`src/rtl/ysyx_22050518_exu_ctrl_pkg.sv`:
```
`default_nettype none
// ============================================================================
//  Module      : ysyx_22050518_exu_ctrl_pkg
//  Description : Shared types and constants for the execute-stage controller:
//                controller state encoding, operand-select codes, the ALU
//                opcodes shared with the fused ALU, and the div/rem decode.
//  Revision    : 1.0 - initial release
// ============================================================================
package ysyx_22050518_exu_ctrl_pkg;

    // Controller states
    typedef enum logic [2:0] {
        ST_IDLE  = 3'd0,
        ST_ISSUE = 3'd1,
        ST_WAIT  = 3'd2,
        ST_DONE  = 3'd3,
        ST_DRAIN = 3'd4
    } exu_state_t;

    // Operand 0 select codes (11 reads as zero)
    localparam logic [1:0] c_SRC1_RS1  = 2'b00;
    localparam logic [1:0] c_SRC1_PC   = 2'b01;
    localparam logic [1:0] c_SRC1_ZERO = 2'b10;

    // Operand 1 select codes (11 reads as zero)
    localparam logic [1:0] c_SRC2_RS2  = 2'b00;
    localparam logic [1:0] c_SRC2_IMM  = 2'b01;
    localparam logic [1:0] c_SRC2_FOUR = 2'b10;

    // ALU opcodes; bit 6 selects the 32-bit word variant
    localparam logic [6:0] c_ALU_ADD  = 7'b000_0000;
    localparam logic [6:0] c_ALU_SUB  = 7'b000_0001;
    localparam logic [6:0] c_ALU_DIV  = 7'b001_1100;
    localparam logic [6:0] c_ALU_DIVU = 7'b001_1101;
    localparam logic [6:0] c_ALU_REM  = 7'b001_1110;
    localparam logic [6:0] c_ALU_REMU = 7'b001_1111;
    localparam logic [6:0] c_ALU_WORD = 7'b100_0000;

    // Div/rem family (word or double) is identified by opcode bits [4:2]
    function automatic logic is_div(input logic [2:0] i_op_4_2);
        return (i_op_4_2 == 3'b111);
    endfunction

endpackage
`default_nettype wire

```
`src/rtl/ysyx_22050518_exu_opsel.sv`:
```
`default_nettype none
// ============================================================================
//  Module      : ysyx_22050518_exu_opsel
//  Description : Combinational ALU operand selector driven by the decoded
//                src1/src2 select fields.
//  Revision    : 1.0 - initial release
// ============================================================================
module ysyx_22050518_exu_opsel
    import ysyx_22050518_exu_ctrl_pkg::*;
#(
    parameter int XLEN = 64
) (
    input  logic [1:0]      i_src1_sel,
    input  logic [1:0]      i_src2_sel,
    input  logic [XLEN-1:0] i_rs1,
    input  logic [XLEN-1:0] i_rs2,
    input  logic [XLEN-1:0] i_pc,
    input  logic [XLEN-1:0] i_imm,
    output logic [XLEN-1:0] o_in0,
    output logic [XLEN-1:0] o_in1
);

    // Operand muxes; the reserved code 11 and the explicit zero code give 0
    always_comb begin
        o_in0 = '0;
        o_in1 = '0;
        case (i_src1_sel)
            c_SRC1_RS1:  o_in0 = i_rs1;
            c_SRC1_PC:   o_in0 = i_pc;
            c_SRC1_ZERO: o_in0 = '0;
            default:     o_in0 = '0;
        endcase
        case (i_src2_sel)
            c_SRC2_RS2:  o_in1 = i_rs2;
            c_SRC2_IMM:  o_in1 = i_imm;
            c_SRC2_FOUR: o_in1 = XLEN'(4);
            default:     o_in1 = '0;
        endcase
    end

endmodule
`default_nettype wire

```
`src/rtl/ysyx_22050518_exu_ctrl.sv`:
```
`default_nettype none
// ============================================================================
//  Module      : ysyx_22050518_exu_ctrl
//  Description : Execute-stage controller in front of the fused ALU. Accepts
//                ID bundles, issues operands to the ALU, waits out div/rem,
//                presents a registered result to MEM, and handles flush
//                (including draining a divider that cannot be aborted).
//                Optional macro EXU_PERF_EN adds three 64-bit perf counters.
//  Revision    : 1.0 - initial release
// ============================================================================
module ysyx_22050518_exu_ctrl
    import ysyx_22050518_exu_ctrl_pkg::*;
#(
    parameter int XLEN        = 64,
    parameter int DIV_TIMEOUT = 0
) (
    input  logic            clk,
    input  logic            rst,
    input  logic            flush,
    input  logic            id_valid,
    output logic            id_ready,
    input  logic [XLEN-1:0] id_pc,
    input  logic [XLEN-1:0] id_rs1_val,
    input  logic [XLEN-1:0] id_rs2_val,
    input  logic [XLEN-1:0] id_imm,
    input  logic [1:0]      id_src1_sel,
    input  logic [1:0]      id_src2_sel,
    input  logic [6:0]      id_alu_op,
    input  logic [4:0]      id_rd,
    input  logic            id_wen,
    output logic [XLEN-1:0] alu_in0,
    output logic [XLEN-1:0] alu_in1,
    output logic [6:0]      alu_op,
    output logic            alu_en,
    input  logic            alu_valid,
    input  logic            alu_ready,
    input  logic [XLEN-1:0] alu_out,
    output logic            ex_valid,
    input  logic            ex_ready,
    output logic [XLEN-1:0] ex_result,
    output logic [XLEN-1:0] ex_pc,
    output logic [4:0]      ex_rd,
    output logic            ex_wen,
    output logic            err_timeout
`ifdef EXU_PERF_EN
    ,
    output logic [63:0]     perf_busy_cyc,
    output logic [63:0]     perf_div_wait_cyc,
    output logic [63:0]     perf_retired
`endif
);

    localparam logic [31:0] c_TMO = 32'(DIV_TIMEOUT);

    exu_state_t        r_state;
    logic [XLEN-1:0]   r_alu_in0;
    logic [XLEN-1:0]   r_alu_in1;
    logic [6:0]        r_alu_op;
    logic [XLEN-1:0]   r_pc;
    logic [4:0]        r_rd;
    logic              r_wen;
    logic [XLEN-1:0]   r_result;
    logic [31:0]       r_to_cnt;
    logic              r_err;

    logic [XLEN-1:0]   w_in0;
    logic [XLEN-1:0]   w_in1;
    logic              w_id_ready;
    logic              w_accept;
    logic              w_in_wait;
    logic              w_op_is_div;
    logic [31:0]       w_to_next;

    ysyx_22050518_exu_opsel #(
        .XLEN (XLEN)
    ) u_opsel (
        .i_src1_sel (id_src1_sel),
        .i_src2_sel (id_src2_sel),
        .i_rs1      (id_rs1_val),
        .i_rs2      (id_rs2_val),
        .i_pc       (id_pc),
        .i_imm      (id_imm),
        .o_in0      (w_in0),
        .o_in1      (w_in1)
    );

    // Ready is only offered from IDLE, or from DONE when MEM takes the result;
    // a flush cycle never accepts.
    always_comb begin
        w_id_ready = 1'b0;
        case (r_state)
            ST_IDLE: w_id_ready = ~flush;
            ST_DONE: w_id_ready = ex_ready & ~flush;
            default: w_id_ready = 1'b0;
        endcase
    end

    assign w_accept    = id_valid & w_id_ready;
    assign w_in_wait   = (r_state == ST_WAIT) || (r_state == ST_DRAIN);
    assign w_op_is_div = is_div(r_alu_op[4:2]);
    assign w_to_next   = r_to_cnt + 32'd1;

    // Main controller: bundle capture, result capture and state sequencing
    always_ff @(posedge clk) begin
        if (rst) begin
            r_state   <= ST_IDLE;
            r_alu_in0 <= '0;
            r_alu_in1 <= '0;
            r_alu_op  <= '0;
            r_pc      <= '0;
            r_rd      <= '0;
            r_wen     <= 1'b0;
            r_result  <= '0;
        end else begin
            if (w_accept) begin
                r_alu_in0 <= w_in0;
                r_alu_in1 <= w_in1;
                r_alu_op  <= id_alu_op;
                r_pc      <= id_pc;
                r_rd      <= id_rd;
                r_wen     <= id_wen;
            end
            case (r_state)
                ST_IDLE: begin
                    if (w_accept) r_state <= ST_ISSUE;
                end
                ST_ISSUE: begin
                    if (flush) begin
                        r_state <= ST_IDLE;
                    end else if (alu_ready) begin
                        if (!w_op_is_div) begin
                            r_result <= alu_out;
                            r_state  <= ST_DONE;
                        end else begin
                            r_state  <= ST_WAIT;
                        end
                    end
                end
                ST_WAIT: begin
                    // A flushed divide must still be drained unless it
                    // completes in this very cycle.
                    if (flush) begin
                        r_state <= alu_valid ? ST_IDLE : ST_DRAIN;
                    end else if (alu_valid) begin
                        r_result <= alu_out;
                        r_state  <= ST_DONE;
                    end
                end
                ST_DONE: begin
                    if (flush) begin
                        r_state <= ST_IDLE;
                    end else if (ex_ready) begin
                        r_state <= w_accept ? ST_ISSUE : ST_IDLE;
                    end
                end
                ST_DRAIN: begin
                    if (alu_valid) r_state <= ST_IDLE;
                end
                default: r_state <= ST_IDLE;
            endcase
        end
    end

    // Divider watchdog: counts consecutive WAIT/DRAIN cycles, flags sticky error
    always_ff @(posedge clk) begin
        if (rst) begin
            r_to_cnt <= '0;
            r_err    <= 1'b0;
        end else begin
            if (w_in_wait) begin
                if (r_to_cnt != '1) r_to_cnt <= w_to_next;
            end else begin
                r_to_cnt <= '0;
            end
            if ((c_TMO != 32'd0) && w_in_wait && (w_to_next >= c_TMO)) begin
                r_err <= 1'b1;
            end
        end
    end

`ifdef EXU_PERF_EN
    logic [63:0] r_perf_busy;
    logic [63:0] r_perf_wait;
    logic [63:0] r_perf_ret;

    // Free-running performance counters, wrapping naturally at 2^64
    always_ff @(posedge clk) begin
        if (rst) begin
            r_perf_busy <= '0;
            r_perf_wait <= '0;
            r_perf_ret  <= '0;
        end else begin
            if (r_state != ST_IDLE)                r_perf_busy <= r_perf_busy + 64'd1;
            if (w_in_wait)                         r_perf_wait <= r_perf_wait + 64'd1;
            if ((r_state == ST_DONE) && ex_ready)  r_perf_ret  <= r_perf_ret + 64'd1;
        end
    end

    assign perf_busy_cyc     = r_perf_busy;
    assign perf_div_wait_cyc = r_perf_wait;
    assign perf_retired      = r_perf_ret;
`endif

    assign id_ready    = w_id_ready;
    assign alu_in0     = r_alu_in0;
    assign alu_in1     = r_alu_in1;
    assign alu_op      = r_alu_op;
    assign alu_en      = (r_state == ST_ISSUE) & alu_ready & ~flush;
    assign ex_valid    = (r_state == ST_DONE);
    assign ex_result   = r_result;
    assign ex_pc       = r_pc;
    assign ex_rd       = r_rd;
    assign ex_wen      = r_wen;
    assign err_timeout = r_err;

endmodule
`default_nettype wire

```
`config.mk`:
```
export PLATFORM = sky130hd
export DESIGN_NAME = ysyx_22050518_exu_ctrl
export DESIGN_NICKNAME = d
export VERILOG_FILES = /design/src/rtl/ysyx_22050518_exu_ctrl_pkg.sv /design/src/rtl/ysyx_22050518_exu_opsel.sv /design/src/rtl/ysyx_22050518_exu_ctrl.sv
export SDC_FILE = /design/constraint.sdc
export NUM_CORES = 1
export LEC_CHECK = 0
export ABC_AREA = 1
export ABC_CLOCK_PERIOD_IN_PS = 1600
export BUFFER_PORTS_ARGS = -buffer_cell sky130_fd_sc_hd__buf_2
export CAP_MARGIN = 30
export CORE_AREA = 2 2 238 240
export DETAILED_ROUTE_END_ITERATION = 7
export DIE_AREA = 0 0 240 242
export PLACE_DENSITY = 0.44
export SYNTH_ARGS = -nofsm -noshare
export SYNTH_HDL_FRONTEND = slang
export SYNTH_SLANG_ARGS = --single-unit
```
`constraint.sdc`:
```
create_clock -name clk -period 1.6 [get_ports clk]
set_input_delay 0.24 -clock clk [delete_from_list [all_inputs] [get_ports clk]]
set_output_delay 0.24 -clock clk [all_outputs]
set_load 0.005 [all_outputs]
```
==> impl_metrics.json, run 1 <==
{
  "status": "complete, but fails checks",
  "violations": "setup timing",
  "root_buffer": "clkbuf_16",
  "hpwl_mm": 35.5,
  "hp-start": "id_pc[18]",
  "synth_top_area_share_pct": 46.4,
  "r2r_slack_ns": -0.18,
  "n_fill_cell": 6013,
  "drtIter0Drc": 578,
  "htree_levels": 2,
  "worstReg2RegEnd": "ex_rd[3]",
  "cp.required_ns": 2.02,
  "gp_congestion": 0.844,
  "finalCritPeriodShare_pct": 111,
  "num_vias": 14000,
  "fin_nets": 2780,
  "async_reset_ff_share_pct": 0,
  "power_density_nw_per_um2": 999,
  "worstPathMaxFanout": 7,
  "coreArea_sq_um": 55700,
  "crit_path_cell_trace": "buf_6 > nand2_4 > nor2_2 > nand3_1 > nand2_2 > buf_6 > nand2_8 > buf_12 > buf_16 > clkbuf_16 > o21ai_4 > nor2_1",
  "grt_pass1_vias": 13300,
  "timing.rr.start": "r_state[1]",
  "min_to": "ex_pc[18]",
  "numCtsBuffers": 36,
  "clock_skew_ns": 0.00878,
  "clock_latency_ns": 0.53,
  "yosys-top-cells-area": "dfxtp_1 (46%), nor2_1 (9.1%), nand2_1 (7.5%)",
  "via_per_inst": 4.34,
  "io_pins": 617,
  "ant_nets": 0,
  "yosys.area.top_type": "dfxtp_1",
  "dp_slack_ns": -0.0462,
  "path_clk_slew_ns": 0.06,
  "grt-ovfl-total": 0,
  "reg2reg_depth": 12,
  "io_buffers": 615,
  "fp.dieH_um": 242,
  "fmaxAchievable_mhz": 562,
  "hold_path_class": "in2reg",
  "p_leak_nw": 10.0,
  "clock_path_buffers": 3,
  "grt_max_degree": 81,
  "synth_common_cells": "nor2_1 (286), dfxtp_1 (272), nand2_1 (235), inv_1 (190), a21oi_1 (131)",
  "grt_first_pass_wirelength_mm": 75.1,
  "rows": 87,
  "syn_avg_cell_area_sq_um": 7.04,
  "wl_mm": 54.6,
  "routedWlPerCell_um": 17.0,
  "drv_cap": 0,
  "synth_warnings": 0,
  "slew_viol_final": 0,
  "cts_tree": "done",
  "ir_drop_mv": 0.663,
  "yosysUniqueCellTypes": 29,
  "final_core_util_pct": 36.8,
  "critPathMostFrequentCell": "buf_6",
  "die_w_um": 240,
  "ys_seq_area_share_pct": 46.4,
  "first_pass_iters": 6,
  "start_kind": "register",
  "drive_above_1_share_pct": 39.2,
  "synth.net_count": 2012,
  "design.die.area_sq_um": 58100,
  "synth_enable_flop_cells": 0,
  "path_class": "reg2reg",
  "power.total_w": 0.0205,
  "synth_top_flop_cell": "dfxtp_1",
  "finalSetupViolCount": 267,
  "start_util_pct": 21.1,
  "slowest_delay_ns": 0.36,
  "critPathArrivalTime_ns": 2.20,
  "final.min_clock_period_ns": 1.78,
  "yosysMostFrequentCell": "nor2_1",
  "syn_area_sq_um": 11700,
  "syn_to_final_growth_pct": 74.9,
  "cts_sinks": 272,
  "ys_ff_latch": 272,
  "fin_ws_ns": -0.181,
  "endpoint_kind": "register",
  "track_usage_pct": 16.4,
  "syn_inst": 1668,
  "cp_slowest_cell": "dfxtp_2",
  "worstHoldPathCells": 3,
  "drc": 0,
  "finalHoldViolations": 0,
  "rsz0062_at_grt": "yes",
  "antenna_found_initial": 5
}
[through the flow]
stage	instance area [sq um]	setup TNS, ns	cells	hold slack (ns)
5_1_grt	20500	-49.47	3220	0.00871
2_1_floorplan	11700	0	1668	0.384
4_1_cts	18900	-31.25	3171	0.00159
6_report	20500	-23.67	3220	0.0391
3_5_place_dp	15900	-1.07	2975	0.453
3_3_place_gp	15900	-0.0108	2975	0.450
[cell usage in the layout, fill, tap and decap left out, types with 29 or more instances in the layout]
cell type / synthesis / layout
buf_2: 40 / 612
dfxtp_1: 272 / 269
nor2_1: 286 / 227
nand2_1: 235 / 222
inv_1: 190 / 189
a21oi_1: 131 / 126
dlygate4sd3_1: 0 / 115
nand3_1: 84 / 84
o21ai_2: 0 / 71
o21ai_0: 82 / 66
nand3b_1: 64 / 64
o21ai_1: 123 / 64
clkbuf_16: 0 / 63
o22ai_1: 51 / 51
nor2_4: 0 / 32
buf_4: 6 / 31
buf_12: 0 / 30
nor2_2: 2 / 29
[how the worst max path moves through the flow]
stage	startpoint	endpoint	slack, ns
finish	r_state[1]	ex_rd[3]	-0.18
global route	r_state[2]	alu_en	-0.26
CTS	r_state[1]	alu_en	-0.25
detailed placement	r_state[2]	ex_result[42]	-0.05
global placement	r_state[1]	alu_in1[61]	-0.007
floorplan	r_state[1]	alu_in0[0]	0.05
[state kept, by name, indices dropped and copies added (netlist names)]
| signal | cells |
|---|---|
| ex_pc | 64 |
| ex_result | 64 |
| alu_op | 7 |
| alu_in1 | 64 |
| alu_in0 | 64 |
| ex_wen | 1 |
| ex_rd | 5 |
| r_state | 3 |
[logic make-up (layout without fill, tap and decap cells)]
kind of cell / count (synthesis) / after routing / share of synthesized area (%)
AO/OA/AOI/OAI: 390 / 390 / 17.3
buffers and inverters: 324 / 1118 / 11.2
flip-flops: 272 / 272 / 46.4
other: 1 / 3 / 0.0319
AND/OR/NAND/NOR: 681 / 681 / 25.1
[area by class of cell]
| class | count | area [sq um] | area share (%) |
|---|---|---|---|
| diodes | 2 | 5.00 | 0.0244 |
| clock buffers | 55 | 1040 | 5.08 |
| well taps | 756 | 946 | 4.61 |
| repair buffers | 855 | 6390 | 31.1 |
| inverters | 195 | 771 | 3.75 |
| repair inverters | 4 | 87.6 | 0.427 |
| flip-flops and latches | 272 | 5450 | 26.6 |
| clock inverters | 9 | 131 | 0.640 |
| multi-input cells | 1072 | 5700 | 27.8 |
[report_power, final]
part           internal (W)  total [W]  switching (W)
Sequential          0.00731    0.00763       0.000323
Clock               0.00499    0.00818        0.00319
Combinational       0.00234    0.00470        0.00236
[repair_timing]
action | 4_1_cts | 5_1_grt
pin swaps | 7 | 73
setup buffers | 9 | 14
hold endpoints to repair | 115 | 0
cloned | 9 | 35
resized for setup | 100 | 213
hold buffers | 115 | 0
setup endpoints to repair | 74 | 273
[worst max-delay path: cells and delay by family (launching register included)]
family,cells,cell delay [ns]
DFF,1,0.36
AOI/OAI and AO/OA,1,0.13
buffers and inverters,5,0.74
and+or+nand+nor,6,0.42
[layer usage]
metal  wire [um]  vias up  track usage [%]  part of all wire [%]
met2       27200      486             29.6                    50
met1       22200     6503             18.7                    41
met4        1100        6             4.79                   2.0
li1            -     6911                -                     -
met3        4030       78             4.57                   7.4
met5          38        -                0                 0.070
(Power assumes the default switching activity.)
==> run 2: changes to the inputs <==
--- a/config.mk
+++ b/config.mk
@@ -13,6 +13,7 @@
 export DETAILED_ROUTE_END_ITERATION = 7
 export DIE_AREA = 0 0 240 242
 export PLACE_DENSITY = 0.44
+export RECOVER_POWER = 100
 export SYNTH_ARGS = -nofsm -noshare
 export SYNTH_HDL_FRONTEND = slang
 export SYNTH_SLANG_ARGS = --single-unit
==> impl_metrics.json, run 2 (synthesized netlist as in run 1, its figures left out) <==
{
  "status": "complete, but fails checks",
  "violations": "setup timing",
  "start_util_pct": 21.1,
  "clock_path_buffers": 3,
  "place_inst": 2975,
  "stdcell_area_sq_um": 20300,
  "final_cell_mix": "buf_2 (388), dfxtp_1 (269), clkbuf_1 (235), nor2_1 (227), nand2_1 (222)",
  "ff_latch_area_sq_um": 5450,
  "fin_nets": 2780,
  "power_density_nw_per_um2": 1010,
  "path_class": "reg2reg",
  "postPlaceCellArea_sq_um": 15900,
  "clock_skew_ns": 0.00832,
  "root_buffer": "clkbuf_16",
  "finalHoldViolations": 0,
  "multi_input_area_sq_um": 5700,
  "grt-ovfl-total": 0,
  "grt_first_pass_wirelength_mm": 75.1,
  "syn_to_final_growth_pct": 72.5,
  "fin_ws_ns": -0.181,
  "worstPathMaxFanout": 7,
  "design.die.area_sq_um": 58100,
  "cts_sinks": 272,
  "coreArea_sq_um": 55700,
  "final_common_cell": "buf_2",
  "io_buffers": 615,
  "track_usage_pct": 16.4,
  "htree_levels": 2,
  "antenna_found_initial": 5,
  "final.min_clock_period_ns": 1.78,
  "power.total_w": 0.0204,
  "grt_max_degree": 81,
  "critPathArrivalTime_ns": 2.21,
  "finalSetupViolCount": 267,
  "fmaxAchievable_mhz": 561,
  "die_w_um": 240,
  "drv_cap": 0,
  "layoutNonFillerInstCount": 3221,
  "routedWlPerCell_um": 17.0,
  "fp.dieH_um": 242,
  "slowest_delay_ns": 0.36,
  "holdWs_ns": 0.0411,
  "slew_viol_final": 0,
  "grt_pass1_vias": 13300,
  "via_per_inst": 4.33,
  "path_clk_slew_ns": 0.06,
  "cp.required_ns": 2.02,
  "drive_above_1_share_pct": 30.1,
  "critPathMostFrequentCell": "buf_6",
  "wl_mm": 54.6,
  "endpoint_kind": "register",
  "finalCritPeriodShare_pct": 111,
  "numCtsBuffers": 36,
  "n_fill_cell": 6123,
  "first_pass_iters": 5,
  "rows": 87,
  "cp_slowest_cell": "dfxtp_2",
  "dp_slack_ns": -0.0462,
  "cts_tree": "done",
  "hold_path_class": "in2reg",
  "num_vias": 14000,
  "start_kind": "register",
  "rsz0062_at_grt": "yes",
  "clock_latency_ns": 0.53,
  "io_pins": 617,
  "hpwl_mm": 35.5,
  "ant_nets": 0,
  "crit_path_cell_trace": "buf_6 > nand2_4 > nor2_2 > nand3_1 > nand2_2 > buf_6 > nand2_8 > buf_12 > buf_16 > clkbuf_16 > o21ai_4 > nor2_1",
  "drc": 0,
  "p_leak_nw": 9.09,
  "ir_drop_mv": 0.654,
  "gp_congestion": 0.844,
  "drtIter0Drc": 598
}
==> run 2: cell count changes in the layout (fill, tap and decap cells not counted) <==
cell / before / now
clkbuf_1: 13 / 235
diode_2: 2 / 3
buf_2: 612 / 388
buf_1: 0 / 2
==> run 2: critical path: cells and delay by family (launching register included) <==
family                 cells  cell delay, ns
buffers and inverters      5            0.74
flip-flops                 1            0.36
AND/OR/NAND/NOR            6            0.42
AO/OA/AOI/OAI              1            0.13
==> run 2: per-stage QoR <==
step | TNS [ns] | utilization, %
after CTS | -31.25 | 33.9
final | -23.79 | 36.3
after detailed placement | -1.07 | 28.6
after global routing | -49.49 | 36.3
after floorplan | 0 | -
after global placement | -0.0108 | 28.6
==> run 2: cell type report <==
class | count | share of cell area (%)
Timing Repair inverter | 4 | 0.432
Sequential cell | 272 | 26.9
Antenna cell | 3 | 0.0371
Inverter | 195 | 3.81
Clock buffer | 55 | 5.15
Timing Repair Buffer | 855 | 30.2
Clock inverter | 9 | 0.649
Tap cell | 756 | 4.67
Multi-Input combinational cell | 1072 | 28.1
==> run 2: power breakdown <==
part / internal (W) / switching, W
Combinational: 0.00223 / 0.00236
Clock: 0.00499 / 0.00320
Sequential: 0.00731 / 0.000335
==> run 2: final timing paths <==
check,from,to,slack [ns],depth (start not counted)
max,r_state[1],ex_rd[3],-0.18,12
min,id_pc[21],ex_pc[21],0.04,3
max reg2reg,r_state[1],ex_rd[3],-0.18,12
min reg2reg,alu_in0[26],alu_in0[26],0.46,2
==> run 2: per-layer routing <==
metal	vias up	share of wire (%)	track usage [%]
met2	487	50	29.6
li1	6912	-	-
met4	6	1.9	4.79
met3	74	7.3	4.57
met1	6482	41	18.7
met5	-	0.070	0
==> run 2: what timing repair did <==
item / CTS / global route
resized for setup: 100 / 213
pin swaps: 7 / 73
setup buffers: 9 / 14
endpoints found under the setup margin: 74 / 273
hold buffers: 115 / 0
cloned: 9 / 35
hold endpoints to repair: 115 / 0
==> run 3: changes to the inputs <==
--- a/config.mk
+++ b/config.mk
@@ -14,6 +14,8 @@
 export DIE_AREA = 0 0 240 242
 export PLACE_DENSITY = 0.44
 export RECOVER_POWER = 100
+export REMOVE_ABC_BUFFERS = 1
+export SETUP_SLACK_MARGIN = 0.1
 export SYNTH_ARGS = -nofsm -noshare
 export SYNTH_HDL_FRONTEND = slang
 export SYNTH_SLANG_ARGS = --single-unit
==> impl_metrics.json, run 3 (synthesized netlist as in run 1, its figures left out) <==
{
  "cp.required_ns": 1.36,
  "drive_above_1_share_pct": 38.0,
  "grt_first_pass_wirelength_mm": 79.8,
  "final_core_util_pct": 37.6,
  "fmaxAchievable_mhz": 559,
  "coreArea_sq_um": 55700,
  "drtIter0Drc": 419,
  "num_vias": 14000,
  "endpoint_kind": "primary output",
  "first_pass_iters": 8,
  "power.total_w": 0.0202,
  "fin_nets": 2772,
  "design.die.area_sq_um": 58100,
  "gp_congestion": 0.878,
  "finalCritPeriodShare_pct": 112,
  "final.min_clock_period_ns": 1.79,
  "worstReg2RegEnd": "alu_in0[28]",
  "grt_pass1_vias": 13800,
  "final_common_cell": "buf_2",
  "finalHoldViolations": 0,
  "power_density_nw_per_um2": 963,
  "hold_path_class": "in2reg",
  "rsz0062_at_grt": "yes",
  "io_pins": 617,
  "rows": 87,
  "clock_latency_ns": 0.53,
  "fp.dieH_um": 242,
  "fin_ws_ns": -0.189,
  "drc": 0,
  "start_util_pct": 21.1,
  "worst_slew_pin_slew_ns": 0.624,
  "syn_to_final_growth_pct": 78.4,
  "worstPathMaxFanout": 3,
  "slew_viol_final": 0,
  "violations": "setup timing",
  "drv_cap": 0,
  "r2r_slack_ns": -0.18,
  "routedWlPerCell_um": 16.9,
  "numCtsBuffers": 34,
  "io_buffers": 615,
  "finalSetupViolCount": 252,
  "cts_sinks": 272,
  "ant_nets": 0,
  "clock_path_buffers": 3,
  "grt-ovfl-total": 0,
  "reg2reg_depth": 12,
  "crit_start": "r_state[1]",
  "status": "complete, but fails checks",
  "path_clk_slew_ns": 0.06,
  "place_inst": 2980,
  "hpwl_mm": 35.8,
  "clock_skew_ns": 0.0124,
  "path_class": "reg2out",
  "track_usage_pct": 17.4,
  "layoutNonFillerInstCount": 3210,
  "timing.rr.start": "r_state[1]",
  "final_cell_mix": "buf_2 (404), dfxtp_1 (269), clkbuf_1 (215), nor2_1 (211), inv_1 (189)",
  "wl_mm": 54.4,
  "ir_drop_mv": 0.528,
  "via_per_inst": 4.37,
  "p_leak_nw": 9.45,
  "endpoint": "id_ready",
  "htree_levels": 2,
  "start_kind": "register",
  "critPathArrivalTime_ns": 1.55,
  "grt_max_degree": 81,
  "cts_tree": "done",
  "die_w_um": 240,
  "holdWs_ns": 0.0232,
  "root_buffer": "clkbuf_16",
  "n_fill_cell": 5957,
  "slew_headroom_pct": 58.4,
  "antenna_found_initial": 2
}
==> run 3: cell count changes in the layout (fill, tap and decap cells not counted), moves of 17 or more <==
cell       change
buf_12        +18
clkbuf_1      -20
a21oi_1       -74
o21ai_1       -22
a21oi_2       +74
o21ai_2       +17
nand2_1       -57
clkbuf_16     -22
nor2_4        +17
nand2_4       +42
==> run 3: layout make-up <==
cell class	instances	area (sq um)	share of cell area [%]
Antenna cell	2	5.00	0.0239
Tap cell	756	946	4.52
Clock inverter	9	77.6	0.371
Sequential cell	272	5450	26.0
Timing Repair inverter	6	156	0.747
Inverter	195	763	3.65
Timing Repair Buffer	847	5860	28.0
Multi-Input combinational cell	1072	6640	31.7
Clock buffer	51	1040	4.96
==> run 3: metal layers <==
layer / vias to the layer above / wire length [um] / track usage, %
met4: 0 / 1510 / 5.32
met2: 454 / 27400 / 31.6
li1: 6887 / - / -
met1: 6606 / 21800 / 20.0
met5: - / 0 / 0
met3: 88 / 3730 / 4.32
==> run 3: power by group <==
part | leakage, nW | internal (W) | switching, W
registers | 2.23 | 0.00731 | 0.000370
clock network | 0.543 | 0.00465 | 0.00305
logic | 6.69 | 0.00225 | 0.00252
==> run 3: stage by stage <==
stage | setup TNS, ns | area, sq um | setup slack (ns)
2_1_floorplan | -1053.14 | 11200 | -4.94
3_3_place_gp | -0.317 | 16000 | -0.0540
5_1_grt | -45.19 | 20900 | -0.272
6_report | -21.43 | 20900 | -0.189
4_1_cts | -27.39 | 20100 | -0.229
3_5_place_dp | -2.06 | 16000 | -0.0937
==> run 3: how the worst min path moves through the flow <==
| stage | slack, ns | start | endpoint | cells after the start |
|---|---|---|---|---|
| 2_1_floorplan | 0.31 | rst | alu_in0[0] | 1 |
| 3_3_place_gp | 0.45 | ex_pc[4] | ex_pc[4] | 2 |
| 3_5_place_dp | 0.45 | alu_in0[46] | alu_in0[46] | 2 |
| 4_1_cts | 0.0002 | alu_out[5] | ex_result[5] | 4 |
| 5_1_grt | 0.01 | id_wen | ex_wen | 3 |
| 6_report | 0.02 | id_wen | ex_wen | 3 |
==> run 3: worst max-delay path, cell delays in order, from the launching register on <==
cell	delay [ns]
dfxtp_4	0.38
buf_6	0.11
nand2_4	0.04
nor2_4	0.11
nand3_2	0.09
nand2_2	0.09
buf_6	0.10
buf_6	0.09
==> run 3: what timing repair did <==
item,4_1_cts,5_1_grt
setup buffers,35,10
endpoints found under the hold margin,111,0
gates resized for setup,236,376
gates cloned,29,4
endpoints found under the setup margin,269,273
pin swaps,41,74
hold buffers,112,0
